--- src/rtl/fetch_issue_nox_if.sv ---
// rtl/fetch_issue_nox_if.sv - fetch FIFO / issue stage bundle
// Ports (names seen from the issue stage):
//   fifo_empty_i, fifo_data_i         FIFO head word and empty flag
//   fifo_read_o, fifo_clear_o         FIFO pop and clear strobes
//   jump_i, jump_pc_i, fetch_pending_i redirect strobe, target, in-flight count
//   instr_valid_o, instr_ready_i      issue handshake to decode
//   instr_o, pc_o, issued_cnt_o       issued word, its PC, transfer counter
// master: the issue stage; slave: FIFO, redirect source and decode.
interface fetch_issue_nox_if #(
   parameter int WIDTH = 32
);
   logic             fifo_empty_i;
   logic [WIDTH-1:0] fifo_data_i;
   logic             fifo_read_o;
   logic             fifo_clear_o;
   logic             jump_i;
   logic [31:0]      jump_pc_i;
   logic [3:0]       fetch_pending_i;
   logic             instr_valid_o;
   logic             instr_ready_i;
   logic [WIDTH-1:0] instr_o;
   logic [31:0]      pc_o;
   logic [31:0]      issued_cnt_o;

   modport master (
      input  fifo_empty_i, fifo_data_i, jump_i, jump_pc_i, fetch_pending_i,
             instr_ready_i,
      output fifo_read_o, fifo_clear_o, instr_valid_o, instr_o, pc_o,
             issued_cnt_o
   );

   modport slave (
      output fifo_empty_i, fifo_data_i, jump_i, jump_pc_i, fetch_pending_i,
             instr_ready_i,
      input  fifo_read_o, fifo_clear_o, instr_valid_o, instr_o, pc_o,
             issued_cnt_o
   );
endinterface

--- src/rtl/fetch_issue_nox.sv ---
// rtl/fetch_issue_nox.sv - instruction issue stage behind the fetch FIFO
// Pops words from the FIFO, tags them with a PC and holds them in a
// registered valid/ready stage for decode. A redirect clears the FIFO and
// drops a given number of stale words still arriving from the bus.
// Ports: clk, rst (async, active-high), bus (fetch_issue_nox_if.master).
module fetch_issue_nox #(
   parameter int          WIDTH    = 32,
   parameter logic [31:0] RESET_PC = 32'h0000_0000
) (
   input  logic              clk,
   input  logic              rst,
   fetch_issue_nox_if.master bus
);

   typedef enum logic {
      ST_RUN,
      ST_DISCARD
   } state_t;

   state_t           state_q, state_d;
   logic             valid_q, valid_d;
   logic [WIDTH-1:0] instr_q, instr_d;
   logic [31:0]      pc_q, pc_d;
   logic [31:0]      pc_ff_q, pc_ff_d;
   logic [3:0]       discard_q, discard_d;
   logic [31:0]      issued_q, issued_d;
   logic             pop;
   logic             transfer;

   // Pop decision. In DISCARD the output stage is empty, so a pop never
   // needs to wait for decode. Gated by rst so the FIFO sees no strobes
   // while the block is held in reset.
   always_comb begin
      transfer = valid_q && bus.instr_ready_i;
      pop      = 1'b0;
      if (!rst && !bus.jump_i && !bus.fifo_empty_i) begin
         if (state_q == ST_DISCARD) begin
            pop = 1'b1;
         end else begin
            pop = !valid_q || bus.instr_ready_i;
         end
      end
   end

   assign bus.fifo_read_o   = pop;
   assign bus.fifo_clear_o  = bus.jump_i && !rst;
   assign bus.instr_valid_o = valid_q;
   assign bus.instr_o       = instr_q;
   assign bus.pc_o          = pc_q;
   assign bus.issued_cnt_o  = issued_q;

   always_comb begin
      state_d   = state_q;
      valid_d   = valid_q;
      instr_d   = instr_q;
      pc_d      = pc_q;
      pc_ff_d   = pc_ff_q;
      discard_d = discard_q;
      // A transfer in the jump cycle was already accepted by decode.
      issued_d  = issued_q + 32'(transfer);

      if (bus.jump_i) begin
         valid_d   = 1'b0;
         pc_ff_d   = {bus.jump_pc_i[31:2], 2'b00};
         discard_d = bus.fetch_pending_i;
         state_d   = (bus.fetch_pending_i != 4'd0) ? ST_DISCARD : ST_RUN;
      end else begin
         case (state_q)
            ST_RUN: begin
               if (pop) begin
                  instr_d = bus.fifo_data_i;
                  pc_d    = pc_ff_q;
                  valid_d = 1'b1;
                  pc_ff_d = pc_ff_q + 32'd4;
               end else if (transfer) begin
                  valid_d = 1'b0;
               end
            end
            ST_DISCARD: begin
               valid_d = 1'b0;
               if (pop) begin
                  discard_d = discard_q - 4'd1;
                  if (discard_q == 4'd1) begin
                     state_d = ST_RUN;
                  end
               end
            end
            default: begin
               state_d = ST_RUN;
            end
         endcase
      end
   end

   always_ff @(posedge clk or posedge rst) begin
      if (rst) begin
         state_q   <= ST_RUN;
         valid_q   <= 1'b0;
         instr_q   <= '0;
         pc_q      <= 32'd0;
         pc_ff_q   <= RESET_PC;
         discard_q <= 4'd0;
         issued_q  <= 32'd0;
      end else begin
         state_q   <= state_d;
         valid_q   <= valid_d;
         instr_q   <= instr_d;
         pc_q      <= pc_d;
         pc_ff_q   <= pc_ff_d;
         discard_q <= discard_d;
         issued_q  <= issued_d;
      end
   end

endmodule
--- src/flat_wrapper.sv ---
// flat-port wrapper written by rule: the top's interface ports become plain ports
module fetch_issue_nox_flat 
#(
   parameter int          WIDTH    = 32,
   parameter logic [31:0] RESET_PC = 32'h0000_0000
)
  (clk, rst, bus_fifo_empty_i, bus_fifo_data_i, bus_jump_i, bus_jump_pc_i, bus_fetch_pending_i, bus_instr_ready_i, bus_fifo_read_o, bus_fifo_clear_o, bus_instr_valid_o, bus_instr_o, bus_pc_o, bus_issued_cnt_o);
  fetch_issue_nox_if #(.WIDTH(WIDTH)) bus_i ();
  input  logic clk;
  input  logic rst;
  input wire logic [$bits(bus_i.fifo_empty_i)-1:0] bus_fifo_empty_i;
  input wire logic [$bits(bus_i.fifo_data_i)-1:0] bus_fifo_data_i;
  input wire logic [$bits(bus_i.jump_i)-1:0] bus_jump_i;
  input wire logic [$bits(bus_i.jump_pc_i)-1:0] bus_jump_pc_i;
  input wire logic [$bits(bus_i.fetch_pending_i)-1:0] bus_fetch_pending_i;
  input wire logic [$bits(bus_i.instr_ready_i)-1:0] bus_instr_ready_i;
  output wire logic [$bits(bus_i.fifo_read_o)-1:0] bus_fifo_read_o;
  output wire logic [$bits(bus_i.fifo_clear_o)-1:0] bus_fifo_clear_o;
  output wire logic [$bits(bus_i.instr_valid_o)-1:0] bus_instr_valid_o;
  output wire logic [$bits(bus_i.instr_o)-1:0] bus_instr_o;
  output wire logic [$bits(bus_i.pc_o)-1:0] bus_pc_o;
  output wire logic [$bits(bus_i.issued_cnt_o)-1:0] bus_issued_cnt_o;
  assign bus_i.fifo_empty_i = bus_fifo_empty_i;
  assign bus_i.fifo_data_i = bus_fifo_data_i;
  assign bus_i.jump_i = bus_jump_i;
  assign bus_i.jump_pc_i = bus_jump_pc_i;
  assign bus_i.fetch_pending_i = bus_fetch_pending_i;
  assign bus_i.instr_ready_i = bus_instr_ready_i;
  assign bus_fifo_read_o = bus_i.fifo_read_o;
  assign bus_fifo_clear_o = bus_i.fifo_clear_o;
  assign bus_instr_valid_o = bus_i.instr_valid_o;
  assign bus_instr_o = bus_i.instr_o;
  assign bus_pc_o = bus_i.pc_o;
  assign bus_issued_cnt_o = bus_i.issued_cnt_o;
  fetch_issue_nox #(.WIDTH(WIDTH), .RESET_PC(RESET_PC)) u_core (.clk(clk), .rst(rst), .bus(bus_i));
endmodule
--- config.mk ---
export PLATFORM = sky130hd
export DESIGN_NAME = fetch_issue_nox_flat
export DESIGN_NICKNAME = d
export VERILOG_FILES = /design/src/rtl/fetch_issue_nox_if.sv /design/src/rtl/fetch_issue_nox.sv /design/src/flat_wrapper.sv
export SDC_FILE = /design/constraint.sdc
export NUM_CORES = 1
export LEC_CHECK = 0
export ABC_CLOCK_PERIOD_IN_PS = 8150
export CAP_MARGIN = 20
export CORE_MARGIN = 10
export CORE_UTILIZATION = 43
export DETAILED_ROUTE_END_ITERATION = 6
export GPL_ROUTABILITY_DRIVEN = 0
export MAX_ROUTING_LAYER = met4
export PLACE_DENSITY = 0.74
export SLEW_MARGIN = 10
export SYNTH_ARGS = -nofsm -noshare
export SYNTH_HDL_FRONTEND = slang
export SYNTH_SLANG_ARGS = --single-unit
--- constraint.sdc ---
create_clock -name clk -period 8.15 [get_ports clk]
set_clock_uncertainty 0.15 [all_clocks]
set_input_delay 1.2225 -clock clk [delete_from_list [all_inputs] [get_ports clk]]
set_output_delay 1.2225 -clock clk [all_outputs]
set_load 0.02 [all_outputs]
### Yosys cells after proc, flatten, opt, wreduce, memory -nomap -nowiden

Cells that the tools add are included.

| cells by class | value |
|---|---|
| add/sub/neg operators | 3 |
| equal/unequal tests | 3 |
| mux-type cells | 17 |
| bitwise gates (word level) | 2 |
| reductions and logical operators | 15 |

Operators by type and width:

| cell | number |
|---|---|
| $mux 32 | 3 |
| $add 32x1->32 | 1 |
| $add 32x3->32 const B | 1 |
| $mux 4 | 3 |
| $mux 1 | 10 |
| $eq 4x1->1 const B | 1 |
| $logic_and 1x1->1 | 4 |
| $logic_not 1->1 | 4 |
| $ne 4x3->1 const B | 1 |
| $reduce_and 2->1 | 2 |
| $reduce_bool 2->1 | 2 |
| $reduce_bool 4->1 | 1 |
| $sub 4x1->4 const B | 1 |
| $reduce_and 3->1 | 1 |
| $ne 2x2->1 const B | 1 |
| $not 1->1 | 2 |
| $pmux 1 s2 | 1 |
| $logic_or 1x1->1 | 1 |

| word-level totals | value |
|---|---|
| register bits | 134 |
| word-level logic and storage cells | 47 |

### Longest topological paths before layout

Gate-level depths: netlist (run 1).

| logic depth | value |
|---|---|
| word-level depth | 7 |
| gate-level depth with buffers | 9 |

### Worst setup path before layout (run 1)

Ideal clock, no wire load.

| timing | value |
|---|---|
| kind | input -> output |
| start | input port bus_jump_i |
| end | output port bus_fifo_read_o |
| arrival | 2.245 ns |
| slack | 4.533 ns |
| stages on the path | 4 |
| cell sequence | buf_6 clkbuf_1 buf_1 nor3_1 |

| on the way | value |
|---|---|
| cells in the longest elaborated chain, start to end | 4 |

Ends and longest elaborated chain:

| element | RTL line | source |
|---|---|---|
| start: declaration | flat_wrapper.sv:13 | `input wire logic [$bits(bus_i.jump_i)-1:0] bus_jump_i;` |
| $logic_not 1->1 | fetch_issue_nox.sv:36 | `if (!rst && !bus.jump_i && !bus.fifo_empty_i) begin` |
| $logic_and 1x1->1 (2 in series) | fetch_issue_nox.sv:36 |  |
| $mux 1 | fetch_issue_nox.sv:36 |  |
| end: declaration | flat_wrapper.sv:17 | `output wire logic [$bits(bus_i.fifo_read_o)-1:0] bus_fifo_read_o;` |

Every way passes these cells.

### Final worst setup path (run 1)

| timing | value |
|---|---|
| start | input port bus_jump_i |
| end | output port bus_fifo_clear_o |

| on the way | value |
|---|---|
| cells in the longest elaborated chain, start to end | 1 |

Ends and longest elaborated chain:

| element | RTL line | source |
|---|---|---|
| $logic_and 1x1->1 | fetch_issue_nox.sv:46 | `assign bus.fifo_clear_o = bus.jump_i && !rst;` |
| end: declaration | flat_wrapper.sv:18 | `output wire logic [$bits(bus_i.fifo_clear_o)-1:0] bus_fifo_clear_o;` |

Every way passes these cells.

==> results of run 1 <==
-- layer usage --
metal  part of all wire [%]  GRT usage [%]
met5                      0              -
met4                   0.97          4.497
met3                    6.7          4.765
met2                     47          27.22
met1                     45          21.11
-- registers in the layout, summed over array words and instances, names as in the netlist --
name / cells
u_core.bus.pc_o: 30
u_core.discard_q: 4
u_core.bus.instr_valid_o: 1
u_core.bus.instr_o: 32
u_core.pc_ff_q: 30
u_core.bus.issued_cnt_o: 32
u_core.state_q: 1
-- final timing paths --
check                                                startpoint                                  to  slack [ns]
worst max-delay path                                 bus_jump_i                    bus_fifo_clear_o        3.06
worst min-delay path            u_core.bus.pc_o[15]$_DFFE_PP0P_     u_core.bus.pc_o[15]$_DFFE_PP0P_        0.32
worst max register to register         u_core.state_q$_DFF_PP0_       u_core.pc_ff_q[6]$_DFFE_PP0P_        5.17
worst min register to register  u_core.bus.pc_o[15]$_DFFE_PP0P_     u_core.bus.pc_o[15]$_DFFE_PP0P_        0.32
max in group asynchronous                                   rst  u_core.bus.instr_o[19]$_DFFE_PP0P_        5.21
min in group asynchronous                                   rst     u_core.bus.pc_o[21]$_DFFE_PP0P_        1.26
-- through the flow --
stage | hold WS (ns) | area [um^2]
global placement | 0.3091 | 7637
finish | 0.3197 | 8248
CTS | 0.3251 | 8248
detailed placement | 0.3111 | 7637
global route | 0.3428 | 8248
floorplan | 0.3114 | 5846
-- cell families (layout without fill, tap and decap cells) --
logic type / count (synthesis) / count (layout) / synth area share (%)
XOR/XNOR: 43 / 43 / 6.447
buffers and inverters: 38 / 212 / 3.020
AND/OR/NAND/NOR: 358 / 358 / 26.92
AO/OA/AOI/OAI: 53 / 53 / 5.676
other: 1 / 2 / 0.06419
multiplexers: 5 / 5 / 0.8995
adder cells (fa/ha/maj): 6 / 6 / 1.285
flip-flops: 130 / 130 / 55.69
-- power by group --
part / total [mW] / internal [mW] / switching (mW)
sequential: 0.799 / 0.737 / 0.0622
combinational: 0.416 / 0.199 / 0.216
clock: 0.783 / 0.517 / 0.266
-- layout by cell type (no fill, tap or decap), types with 4 or more instances in the layout --
cell	count
nand2_1	231
bufinv_16	4
a21oi_1	6
clkdlybuf4s50_1	167
xor2_1	19
clkbuf_16	17
nor2_1	29
and4_1	6
xnor2_1	24
a31oi_1	4
o21ai_0	20
inv_1	8
o211ai_1	7
clkinv_2	5
and3_1	8
buf_4	4
nor3_1	14
ha_1	6
nand3_1	32
nor4_1	6
dfrtp_1	130
nand4_1	17
-- layout make-up --
class,count,share of cell area (%)
Multi-Input combinational cell,467,29.41
Sequential cell,130,39.44
Inverter,9,0.4399
Tap cell,176,2.670
Timing Repair Buffer,171,20.63
Clock buffer,21,5.461
Clock inverter,11,1.942
-- critical path, stage by stage --
cell and delay (ns):
clkdlybuf4s50_1 1.12, inv_1 0.53, nor2_1 0.21, clkdlybuf4s50_1 0.64
==> results.py, run 1 <==
metrics = {
    "worst_hold_path": {
        "hold_class": "register to register",
        "min_path_cells": 2,
    },
    "critical_path": {
        "cp_max_fo": 28,
        "r2r_cells": 6,
        "criticalPathCategory": "input pin to output port",
        "cp_data_required_time_ns": 6.78,
        "cp-end-kind": "output port",
        "cp_data_arrival_time_ns": 3.72,
        "critPathLaunchType": "input pin",
    },
    "cts": {
        "ctsResizeCount": 0,
        "clk_latency_ns": 0.40,
        "cts_sinks": 130,
        "cts_max_level": 4,
        "cts_made_buffers": 17,
        "path_clk_slew_ns": 0.06,
        "cts_setup_buffers": 0,
        "clockBufferDepth": 2,
        "cts_root_buf": "clkbuf_16",
        "cts_tree": "yes",
        "ctsHoldBuffers": 0,
    },
    "grt": {
        "grt_pass1_wl_um": 25120,
        "grt_pass1_vias": 5004,
        "antenna_found_initial": 0,
        "grt_max_degree": 81,
        "overflow": 0,
        "track_usage_pct": 17.12,
    },
    "final_layout": {
        "multi_input_area_um2": 2426,
        "seq_area_um2": 3253,
        "antennaDiodeCount": 0,
        "fin_util_pct": 62.04,
        "syn_to_final_growth_pct": 41.19,
        "drive_above_1_share_pct": 5.068,
        "fill_cells": 1124,
        "instances_no_fill": 985,
        "nNetsFinal": 875,
    },
    "timing": {
        "worst_slew_pin_slew_ns": 1.008,
        "slew_viol_final": 0,
        "slew_headroom_pct": 32.16,
        "hold_viol": 0,
        "tns_ns": 0,
        "setup_ws_ns": 3.055,
        "setup_viol": 0,
        "rsz0062_at_grt": "false",
        "finalCritPeriodShare_pct": 62.51,
        "layout_min_cycle_time_ns": 5.095,
        "max_clock_freq_ghz": 0.1963,
    },
    "drt": {
        "antenna_left": 0,
        "drt-pass1-iter-count": 5,
        "drc": 0,
        "drt_wl_total_um": 15720,
        "drt_first_iter_violations": 248,
        "viasPerCell": 5.032,
        "avgRoutedWirePerCell_um": 15.96,
        "num_vias": 4957,
    },
    "floorplan": {
        "die_w_um": 136.6,
        "fp.coreArea_um2": 13300,
        "rows": 42,
        "die-area_um2": 18650,
        "fp.dieH_um": 136.6,
        "ioPinCount": 172,
        "start_util_pct": 43.94,
    },
    "yosys": {
        "synth.ff_latch_count": 130,
        "synthCells": 634,
        "synth_enable_flop_cells": 0,
        "yosysSeqAreaShare_pct": 55.69,
        "synth.most_common_cell": "nand2_1",
        "yosysTopAreaCellShare_pct": 55.69,
        "synthTopCellsByArea": "dfrtp_1, nand2_1, xnor2_1, xor2_1, nand3_1",
        "synth-main-ff-cell": "dfrtp_1",
        "syn-mean-instance-area_um2": 9.214,
        "yosys_warnings": 0,
        "synthArstFlopShare_pct": 100.0,
        "mappedNetlistArea_um2": 5842,
        "synth.distinct_cells": 45,
        "synth_top_cell_by_area": "dfrtp_1",
        "synth_common_cells": "nand2_1, dfrtp_1, nand3_1, nor2_1, xnor2_1",
    },
    "run_status": {
        "status": "complete, no violations",
    },
    "placement": {
        "pre_cts_ws_ns": 3.075,
        "placed_cells": 953,
        "portBuffers": 167,
        "dpl.hpwl_um": 11560,
    },
    "flow_run": {
        "max_cap_viol_count": 0,
    },
    "power_and_ir_drop": {
        "power.density_nw_per_um2": 242.3,
        "p_leak_nw": 3.757,
        "power_mw": 1.998,
        "ir_worst_vdd_v": 0.0001374,
    },
}
Power figures use the tool's default switching activity.
==> run 2: changes to the inputs <==
- ABC_CLOCK_PERIOD_IN_PS: 8150 -> 4600
- PLACE_DENSITY: 0.74 -> 0.77
- clock period: 8.15 -> 4.6 ns (I/O delays scaled with it)
==> results.py, run 2 (synthesized netlist as in run 1, its figures left out) <==
metrics = {
    "run_status": {
        "status": "complete, no violations",
    },
    "final_layout": {
        "fin_util_pct": 62.08,
        "multi_input_area_um2": 2426,
        "drive_above_1_share_pct": 5.179,
        "seq_area_um2": 3253,
        "final_cell_mix": "nand2_1, clkdlybuf4s50_1, dfrtp_1",
        "syn_to_final_growth_pct": 41.29,
        "fill_cells": 1091,
        "nNetsFinal": 878,
        "layout_commonest_cell": "nand2_1",
    },
    "critical_path": {
        "cp_max_fo": 49,
        "crit_family": "buffers and inverters",
        "cp_data_required_time_ns": 3.76,
        "cp-end-kind": "output port",
        "crit_chain": "clkdlybuf4s50_1 > buf_4 > inv_1 > nor2_1 > clkdlybuf4s50_1",
        "criticalPathCategory": "input pin to output port",
        "r2r_setup_slack_ns": 1.83,
        "path_buf_inv": 4,
        "r2r_cells": 8,
        "cp_data_arrival_time_ns": 2.85,
        "crit_top_cell": "clkdlybuf4s50_1",
        "r2r_end": "u_core.bus.issued_cnt_o[30]$_DFF_PP0_",
        "cp_slowest_stage_delay_ns": 0.62,
        "crit_slowest_cell": "clkdlybuf4s50_1",
        "critPathLaunchType": "input pin",
        "rr_startpoint": "u_core.bus.instr_valid_o$_DFFE_PP0P_",
    },
    "grt": {
        "antenna_found_initial": 2,
        "grt_pass1_wl_um": 26450,
        "grt_max_degree": 90,
        "track_usage_pct": 18.06,
        "overflow": 0,
        "grt_pass1_vias": 5274,
    },
    "placement": {
        "dpl.hpwl_um": 11770,
        "portBuffers": 167,
    },
    "drt": {
        "viasPerCell": 5.172,
        "num_vias": 5115,
        "drt_wl_total_um": 16310,
        "drc": 0,
        "avgRoutedWirePerCell_um": 16.49,
        "antenna_left": 0,
        "drt-pass1-iter-count": 5,
        "drt_first_iter_violations": 230,
    },
    "worst_hold_path": {
        "min_path_cells": 2,
        "hold_path_end": "u_core.bus.pc_o[19]$_DFFE_PP0P_",
        "hold_path.startpoint": "u_core.bus.pc_o[19]$_DFFE_PP0P_",
        "hold_class": "register to register",
    },
    "cts": {
        "path_clk_slew_ns": 0.05,
        "cts_max_level": 4,
        "cts_made_buffers": 17,
        "cts_root_buf": "clkbuf_16",
        "clk_latency_ns": 0.41,
        "cts_tree": "yes",
        "ctsHoldBuffers": 0,
        "clockBufferDepth": 2,
        "cts_sinks": 130,
        "cts_setup_buffers": 0,
        "ctsResizeCount": 0,
    },
    "timing": {
        "setup_viol": 0,
        "hold_viol": 0,
        "slew_headroom_pct": 27.98,
        "tns_ns": 0,
        "max_clock_freq_ghz": 0.2711,
        "layout_min_cycle_time_ns": 3.689,
        "slew_viol_final": 0,
        "rsz0062_at_grt": "false",
        "finalCritPeriodShare_pct": 80.20,
        "worst_slew_pin_slew_ns": 1.070,
    },
    "floorplan": {
        "fp.dieH_um": 136.6,
        "die-area_um2": 18650,
        "ioPinCount": 172,
        "die_w_um": 136.6,
        "start_util_pct": 43.94,
        "rows": 42,
        "fp.coreArea_um2": 13300,
    },
    "power_and_ir_drop": {
        "p_leak_nw": 3.757,
        "ir_worst_vdd_v": 0.0002337,
        "power.density_nw_per_um2": 424.3,
    },
    "flow_run": {
        "max_cap_viol_count": 0,
    },
}
## run 2: cell count changes in the layout (fill, tap and decap cells not counted), sizes merged
| cell | change |
|---|---|
| buf | +3 |
| diode | +2 |
| bufinv | -1 |
| clkbuf | +1 |
| clkinv | -1 |
## run 2: power breakdown
group | leakage [nW] | internal, mW | switching [mW]
Sequential | 1.68 | 1.31 | 0.111
Combinational | 1.79 | 0.354 | 0.386
Clock | 0.280 | 0.863 | 0.482
Total | 3.76 | 2.52 | 0.980
## run 2: worst max path at each step
stage,from,to,slack [ns],cells past startpoint
2_1_floorplan,rst,u_core.bus.instr_o[0]$_DFFE_PP0P_,0.29,1
3_3_place_gp,bus_jump_i,bus_fifo_clear_o,0.94,5
3_5_place_dp,bus_jump_i,bus_fifo_clear_o,0.94,5
4_1_cts,bus_jump_i,bus_fifo_clear_o,0.92,5
5_1_grt,bus_jump_i,bus_fifo_clear_o,0.75,5
6_report,bus_jump_i,bus_fifo_clear_o,0.91,5
## run 2: layer usage
layer  wire (um)  GRT usage (%)
met5           0              -
met3        1360          4.399
met1        6930          21.70
met2        7810          29.15
met4         210          6.213
## run 2: layout make-up
class | instances | share of cell area, %
Timing Repair Buffer | 174 | 20.89
Clock inverter | 9 | 1.607
Inverter | 9 | 0.4699
Antenna cell | 2 | 0.06063
Multi-Input combinational cell | 467 | 29.39
Tap cell | 176 | 2.668
Clock buffer | 22 | 5.503
Sequential cell | 130 | 39.41
## run 2: worst min-delay path, stage by stage (launching register included)
cell and delay [ns]:
dfrtp_1 0.34, nand2_1 0.05, nand2_1 0.05
## run 2: through the flow
step	std cells	setup WS, ns	power [mW]	area [um^2]	hold WS, ns
global route	989	0.7530	3.657	8254	0.3441
detailed placement	956	0.9362	2.184	7662	0.3111
floorplan	635	0.2907	1.765	5846	0.3114
finish	989	0.9110	3.502	8254	0.3236
CTS	987	0.9186	3.536	8249	0.3252
global placement	956	0.9397	2.161	7662	0.3090
==> run 3: changes to the inputs <==
- ABC_CLOCK_PERIOD_IN_PS: 4600 -> 3600
- PLACE_DENSITY: 0.77 -> 0.74
- clock period: 4.6 -> 3.6 ns (I/O delays scaled with it)
==> results.py, run 3 (synthesized netlist as in run 1, its figures left out) <==
metrics = {
    "drt": {
        "avgRoutedWirePerCell_um": 16.25,
        "routed-wl-met3_um": 1155,
        "antenna_left": 0,
        "viasPerCell": 5.069,
        "num_vias": 5039,
        "drc": 0,
        "drt_wl_total_um": 16150,
        "wl_met1_um": 7154,
        "drt-pass1-iter-count": 5,
        "dr.max_layer_used": "met4",
        "drt_first_iter_violations": 258,
        "dr_wl_met2_um": 7716,
    },
    "floorplan": {
        "die_w_um": 136.6,
        "fp.dieH_um": 136.6,
        "start_util_pct": 43.94,
        "die-area_um2": 18650,
        "rows": 42,
        "ioPinCount": 172,
        "fp.coreArea_um2": 13300,
    },
    "final_layout": {
        "drive_above_1_share_pct": 5.637,
        "seq_area_um2": 3253,
        "instances_no_fill": 994,
        "nNetsFinal": 883,
        "fill_cells": 1103,
        "syn_to_final_growth_pct": 41.91,
        "final_cell_mix": "nand2_1, clkdlybuf4s50_1, dfrtp_1",
        "final_area_um2": 8290,
        "multi_input_area_um2": 2426,
        "layout_commonest_cell": "nand2_1",
    },
    "cts": {
        "path_clk_slew_ns": 0.05,
        "cts_tree": "yes",
        "clockBufferDepth": 2,
        "ctsHoldBuffers": 0,
        "cts_sinks": 130,
        "cts_root_buf": "clkbuf_16",
        "cts_max_level": 4,
        "clk_latency_ns": 0.40,
        "ctsResizeCount": 0,
        "cts_made_buffers": 17,
        "cts_setup_buffers": 0,
    },
    "critical_path": {
        "path_buf_inv": 2,
        "cp_data_required_time_ns": 2.91,
        "cp_max_fo": 5,
        "cp-end-kind": "output port",
        "cp_slowest_stage_delay_ns": 0.64,
        "crit_family": "buffers and inverters",
        "critPathLaunchType": "input pin",
        "cp_data_arrival_time_ns": 2.20,
        "crit_chain": "clkdlybuf4s50_1 > or2_2 > nor3_1 > clkdlybuf4s50_1",
        "crit_slowest_cell": "clkdlybuf4s50_1",
        "crit_top_cell": "clkdlybuf4s50_1",
        "criticalPathCategory": "input pin to output port",
    },
    "timing": {
        "setup_viol": 0,
        "slew_headroom_pct": 37.72,
        "tns_ns": 0,
        "rsz0062_at_grt": "false",
        "hold_viol": 0,
        "finalCritPeriodShare_pct": 80.28,
        "layout_min_cycle_time_ns": 2.890,
        "worst_slew_pin_slew_ns": 0.9256,
        "slew_viol_final": 0,
        "max_clock_freq_ghz": 0.3460,
    },
    "grt": {
        "grt_max_degree": 62,
        "track_usage_pct": 17.81,
        "overflow": 0,
        "grt_pass1_wl_um": 26140,
        "grt_pass1_vias": 5135,
        "antenna_found_initial": 1,
    },
    "power_and_ir_drop": {
        "p_leak_nw": 3.786,
        "ir_worst_vdd_v": 0.0003363,
        "power_mw": 4.422,
        "power.density_nw_per_um2": 533.4,
    },
    "placement": {
        "dpl.hpwl_um": 11850,
        "portBuffers": 167,
        "placed_cells": 961,
        "placed_cell_area_um2": 7711,
    },
    "flow_run": {
        "max_cap_viol_count": 0,
    },
    "run_status": {
        "status": "complete, no violations",
    },
    "worst_hold_path": {
        "hold_class": "register to register",
    },
}
-- run 3: final cells by class --
cell class / instances / area share (%)
antenna: 2 / 0.06037
clock buffer: 26 / 6.022
clock inverter: 5 / 0.9055
inverter: 9 / 0.4528
multi-input combinational: 467 / 29.26
sequential: 130 / 39.24
tap: 176 / 2.656
timing repair buffer: 179 / 21.40
-- run 3: report_power, final --
part           total [mW]  switching, mW  internal, mW  leakage [nW]
Clock                1.66          0.577          1.09         0.284
Sequential           1.81          0.143          1.67          1.68
Combinational       0.946          0.490         0.456          1.82
-- run 3: tightest hold or removal path: cells and delay by family (launching register included) --
family           cells  cell delay, ns
and+or+nand+nor      2            0.10
DFF                  1            0.34
-- run 3: routing by layer --
| metal | global-route usage, % | vias up |
|---|---|---|
| met5 | - | - |
| met4 | 5.325 | 0 |
| met3 | 5.022 | 10 |
| met2 | 28.26 | 162 |
| met1 | 21.70 | 2408 |
| li1 | - | 2459 |
-- run 3: worst paths after layout --
kind | endpoint | cells past startpoint | slack, ns | from
hold reg to reg | u_core.bus.instr_o[14]$_DFFE_PP0P_ | 2 | 0.32 | u_core.bus.instr_o[14]$_DFFE_PP0P_
setup / recovery | bus_fifo_read_o | 4 | 0.71 | rst
hold / removal | u_core.bus.instr_o[14]$_DFFE_PP0P_ | 2 | 0.32 | u_core.bus.instr_o[14]$_DFFE_PP0P_
min in group asynchronous | u_core.bus.pc_o[29]$_DFFE_PP0P_ | 2 | 0.45 | rst
max in group asynchronous | u_core.bus.instr_o[15]$_DFFE_PP0P_ | 3 | 2.05 | rst
setup reg to reg | u_core.bus.issued_cnt_o[30]$_DFF_PP0_ | 8 | 1.14 | u_core.bus.instr_valid_o$_DFFE_PP0P_
-- run 3: per-stage QoR --
step           hold slack [ns]  setup WS [ns]  utilization [%]
6_report                0.3208         0.7101            62.36
3_3_place_gp            0.3071         0.4937            58.00
5_1_grt                 0.3450         0.5960            62.34
4_1_cts                 0.3243         0.6903            62.32
3_5_place_dp            0.3113         0.4681            58.00
2_1_floorplan           0.3114          1.151                -
